<file path="config.mk">
export PLATFORM = sky130hd
export DESIGN_NAME = buyruk_yukleyici
export DESIGN_NICKNAME = d
export VERILOG_FILES = /design/src/rtl/buyruk_yukleyici.sv
export SDC_FILE = /design/constraint.sdc
export NUM_CORES = 2
export LEC_CHECK = 0
export CAP_MARGIN = 5
export CORE_MARGIN = 3
export CORE_UTILIZATION = 55
export DETAILED_ROUTE_END_ITERATION = 12
export HOLD_SLACK_MARGIN = 0.08
export MAX_ROUTING_LAYER = met4
export PLACE_DENSITY = 0.74
export SLEW_MARGIN = 40
export SYNTH_ARGS = -nofsm -noshare
export SYNTH_HDL_FRONTEND = slang
export SYNTH_SLANG_ARGS = --single-unit
</file>
<file path="constraint.sdc">
create_clock -name clk -period 7.8 [get_ports clk]
set_input_delay 1.95 -clock clk [delete_from_list [all_inputs] [get_ports clk]]
set_output_delay 1.95 -clock clk [all_outputs]
set_load 0.05 [all_outputs]
</file>
<file path="src/rtl/buyruk_yukleyici.sv">
// rtl/buyruk_yukleyici.sv - byte-stream program loader and asynchronous-read instruction store for the RV32I core
module buyruk_yukleyici #(
   parameter int          DERINLIK = 128,
   parameter logic [31:0] NOP      = 32'h0000_0013
) (
   input  logic                          clk,
   input  logic                          rst,
   input  logic                          yukle_gecerli,
   input  logic [7:0]                    yukle_bayt,
   input  logic                          yukle_son,
   output logic                          yukle_hazir,
   input  logic [31:0]                   ps,
   output logic [31:0]                   buyruk,
   output logic                          islemci_rst,
   output logic [$clog2(DERINLIK):0]     kelime_sayisi,
   output logic                          hata
);

   localparam int AW = $clog2(DERINLIK);
   localparam logic [AW:0] DOLU = (AW+1)'(DERINLIK);

   typedef enum logic [1:0] {BOS, YUKLE, CALIS} durum_t;

   durum_t       durum, durum_sonraki;
   logic [1:0]   b;
   logic [AW:0]  wp;
   logic [31:0]  kismi;
   logic [31:0]  yeni_kelime;
   logic [31:0]  bellek [DERINLIK];
   logic         aktarim;
   logic         kelime_bitti;
   logic         yaz;
   logic         getir_gecerli;

   assign yukle_hazir   = (durum != CALIS) && !rst;
   assign islemci_rst   = (durum != CALIS) || rst;
   assign kelime_sayisi = wp;
   assign aktarim       = yukle_gecerli && yukle_hazir;
   assign kelime_bitti  = (b == 2'd3) || yukle_son;
   assign yaz           = aktarim && kelime_bitti && (wp < DOLU);

   // Bytes above the current index are zero so a short last word pads cleanly.
   always_comb begin
      yeni_kelime = '0;
      for (int k = 0; k < 4; k++) begin
         if (k < int'(b))
            yeni_kelime[k*8 +: 8] = kismi[k*8 +: 8];
         else if (k == int'(b))
            yeni_kelime[k*8 +: 8] = yukle_bayt;
      end
   end

   always_ff @(posedge clk) begin
      if (rst) durum <= BOS;
      else     durum <= durum_sonraki;
   end

   always_comb begin
      durum_sonraki = durum;
      case (durum)
         BOS:     if (aktarim) durum_sonraki = yukle_son ? CALIS : YUKLE;
         YUKLE:   if (aktarim && yukle_son) durum_sonraki = CALIS;
         CALIS:   durum_sonraki = CALIS;
         default: durum_sonraki = BOS;
      endcase
   end

   always_ff @(posedge clk) begin
      if (rst) begin
         b     <= 2'd0;
         wp    <= '0;
         kismi <= '0;
         hata  <= 1'b0;
      end else begin
         if (aktarim) begin
            kismi[b*8 +: 8] <= yukle_bayt;
            b               <= kelime_bitti ? 2'd0 : b + 2'd1;
            if (yaz)
               wp <= wp + 1'b1;
            if (wp == DOLU)
               hata <= 1'b1;
         end
         if (durum == CALIS && ps[1:0] != 2'b00)
            hata <= 1'b1;
      end
   end

   // The store is deliberately not reset; wp=0 hides stale contents.
   always_ff @(posedge clk) begin
      if (yaz)
         bellek[wp[AW-1:0]] <= yeni_kelime;
   end

   assign getir_gecerli = (ps[1:0] == 2'b00) &&
                          ({2'b00, ps[31:2]} < {{(31-AW){1'b0}}, wp});

   assign buyruk = (durum == CALIS && getir_gecerli) ? bellek[ps[AW+1:2]] : NOP;

endmodule

</file>
==> results.md <==
* Remaining DRCs at 0
* Area grow syn2layout at 15.4%
* Syn. warnings at 0
* DRT iter0 DRCs at roughly 14000
* Req. time, crit path at around 5900 ps
* Global-route wire length before repair at approximately 640 mm
* CP most frequent cell: buf_4
* Vias/cell at 6.89
* Fmax at 0.126 GHz
* FF+latch count, synth at 4133
* Clock buffer depth at 4
* R2r worst-path depth at 9
* # rows at 197
* Max FO, Critical Path at 14
* Setup TNS at -248 ps
* IO Port Bufs at 86
* Clk_lat worst skew at 960 ps
* Post-Syn Area at 160000 sq um
* CP max stage cell: dfxtp_1
* GR Layer Usage met1 at 0.410
* Hold EP: kismi[7]$_SDFFE_PP0P_
* CP cell instances: inv_1, ha_1, a211oi_1, and4_1, o21ai_1, buf_4, or4_1, buf_4, a21oi_2, a2111oi_0, o221ai_1, buf_4, buf_12
* Post-CTS setup repair buffer count at 0
* Initial antenna violation count at 24
* DR WL/cell at 36.4 um
* HP Start: kismi[7]$_SDFFE_PP0P_
* GRT Total Usage at 0.314
* Met2 Usage GRT at 0.466
* Post-synth EDFFs at 4096
* CP Class: reg2out
* Leak at 60.1 nW
* Seq/Total Area, Yosys at 0.773
* Min-delay worst type: reg2reg
* # setup viols final at 3
* Library cells used by synthesis at 64
* Critical Path Source Type: flip-flop
* Pwr/cell area at roughly 250 nW/um^2
* Avg Cell Area, Syn at about 21 sq um
* Die Y at 545 um
* Crit path time final at 7940 ps
* Die area at approximately 300000 sq um
* Max Cap Violations at 0
* Final wirelength at 456 mm
* Setup Slack @ Placement at -133 ps
* Main synth FF type: edfxtp_1
* Asr flop ratio synth at 0
* Detail Placement HPWL at 272 mm
* Final instance area at 185000 sq um
* Clock Skew at around 76 ps
* RR Endpoint: bellek[110][22]$_DFFE_PP_
* Slowest cell delay on critical path at 940 ps
* Vias at 86300
* Final worst slack at -137 ps
* Largest net degree at the start of global routing at around 130
* Crit path from: kelime_sayisi[6]$_SDFFE_PP0P_
* Fill cell count at 18300
* Final Net Count at 8363
* Clk root buf: clkbuf_16
* RSZ-0062 raised after global routing: no
* Status: finished, violations left
* Cells after synthesis at 7646
* Fin. max-slew vios at 0
* TritonCTS clock tree: done
* Reg2Reg Setup Slack at 3300 ps
* Total grt overflow at 0
* Worst setup EP type: output port
* Share of cells above drive strength 1 at 0.252
* Core area at approximately 290000 sq um
* Placed Area at approximately 170000 sq um
* Hold Fails Final Rpt at 0
* Clock sink count at 4133
* Initial Utilization at 0.554
* VDD IR max at 245 uV
* Router iterations before antenna repair at 9
* Period utilization at 1.02
* Critical path arrival at 5990 ps
* CTS Buf Count at 399
* Failing checks: negative setup slack
* H-tree Lvls at 5
* Slew Limit Headroom at 0.365
* Die width at 545 um
* Crit Reg-Reg Startpoint: durum[0]$_SDFFE_PP0P_
* Vias in the first global route at between 80000 and 90000
* Post-route ant nets at 0
* Met3 Use GR at 0.0728
* Gr busiest metal: met2
* Worst Hold Depth at 2
* IO Pins at slightly below 90
* Routability cong. at around 0.95
* Clock transition at path regs at 60 ps
* Syn Nets at 7708
* Actual slew at the worst max-slew pin at 947 ps
==> synth_stat cells (all sizes together), types with 7 or more instances <==
library cell	instances	area share
edfxtp	4096	0.77
o21ai	212	0.0066
o221ai	30	0.0016
clkbuf	193	0.0045
and3	7	0.00027
a211oi	7	0.00033
a22oi	133	0.0062
o2111ai	8	0.00044
nor2	207	0.0049
nor2b	9	0.00035
mux2	26	0.0018
nand3	104	0.0033
o211ai	11	0.00052
and2	11	0.00043
dfxtp	37	0.0046
nor3	28	0.00088
buf	258	0.012
inv	18	0.00042
o22ai	18	0.00070
ha	18	0.0014
a2111oi	11	0.00072
o21a	8	0.00038
a32oi	22	0.0012
nand2	217	0.0051
a31oi	10	0.00039
a221oi	302	0.017
a21oi	108	0.0034
a221o	20	0.0013
nor4	13	0.00055
o311ai	9	0.00049
mux2i	712	0.045
mux4	732	0.10
==> sequential cells by signal, indices dropped and copies added (netlist names) <==
signal / cells
durum: 2
kismi: 24
bellek: 4096
kelime_sayisi: 8
hata: 1
b: 2
==> cell usage in the layout, fill, tap and decap left out, types with 22 or more instances in the layout <==
master,n
a21oi_1,100
a221oi_1,302
a22oi_1,133
a32oi_1,22
buf_12,102
buf_16,49
buf_4,455
buf_8,35
bufinv_16,37
clkbuf_1,70
clkbuf_16,400
clkdlybuf4s50_1,48
clkinv_1,97
clkinv_2,79
dfxtp_1,37
edfxtp_1,4096
mux2i_1,712
mux4_2,732
nand2_1,210
nand3_1,99
nor2_1,75
nor2_4,129
nor3_1,28
o21ai_0,188
o221ai_1,29
==> how the worst max path moves through the flow <==
| stage | cells past startpoint | slack, ps | end |
|---|---|---|---|
| CTS | 13 | -30 | buyruk[6] |
| floorplan | 8 | 1090 | buyruk[15] |
| finish | 13 | -140 | buyruk[3] |
| global route | 11 | 2 | buyruk[7] |
| detailed placement | 13 | -130 | buyruk[6] |
| global placement | 13 | -380 | buyruk[6] |
==> kinds of logic (layout without fill, tap and decap cells) <==
| kind of cell | count (synthesis) | after routing | share of synthesized area |
|---|---|---|---|
| DFF | 4133 | 4133 | 0.773 |
| xor gates and xnor gates | 6 | 6 | 0.000328 |
| AOI/OAI and AO/OA | 931 | 931 | 0.0422 |
| muxes | 1470 | 1470 | 0.149 |
| and+or+nand+nor | 619 | 619 | 0.0167 |
| adders and majority gates | 18 | 18 | 0.00141 |
| buffers and inverters | 469 | 1452 | 0.0167 |
| other | 0 | 19 | 0 |
==> metrics by stage <==
step	total power, mW	instances	utilization	hold slack (ps)
6_report	46.2	12500	0.639	454
2_1_floorplan	26.4	7646	-	429
5_1_grt	47.2	12500	0.639	474
3_5_place_dp	27.5	11800	0.593	446
4_1_cts	46.2	12500	0.638	454
3_3_place_gp	27.4	11700	0.586	438
==> layout make-up <==
| type | instances | area [sq um] | area share |
|---|---|---|---|
| Sequential cell | 4133 | 124000 | 0.670 |
| Multi-Input combinational cell | 3044 | 35100 | 0.190 |
| Clock buffer | 469 | 10200 | 0.0555 |
| Timing Repair Buffer | 705 | 7990 | 0.0432 |
| Tap cell | 3880 | 4850 | 0.0263 |
| Clock inverter | 260 | 2670 | 0.0144 |
| Inverter | 18 | 80.1 | 0.000434 |
| Antenna cell | 19 | 47.5 | 0.000257 |
==> layer usage <==
metal,vias to the layer above,part of all wire,routed length (um)
li1,33600,-,-
met1,44300,0.34,154000
met2,6978,0.46,211000
met3,1349,0.14,61800
met4,0,0.063,28900
met5,-,0,0
==> worst max-delay path: cells and delay by family, from the launching register on <==
family / cells / cell delay (ps)
DFF: 1 / 940
AOI/OAI and AO/OA: 5 / 1340
adders and majority gates: 1 / 350
buffers and inverters: 5 / 1510
and+or+nand+nor: 2 / 830
==> repair_timing <==
item | CTS | global route
endpoints found under the setup margin | 2 | 4
resized for setup | 5 | 6
pin swaps | 2 | 1
hold buffers | 0 | 0
==> report_power, final <==
group	switching, mW	leakage [nW]	internal [mW]
clock network	8.40	6.28	10.7
registers	0.0140	37.8	24.5
logic	1.71	16.0	0.829
(Power assumes the default switching activity.)
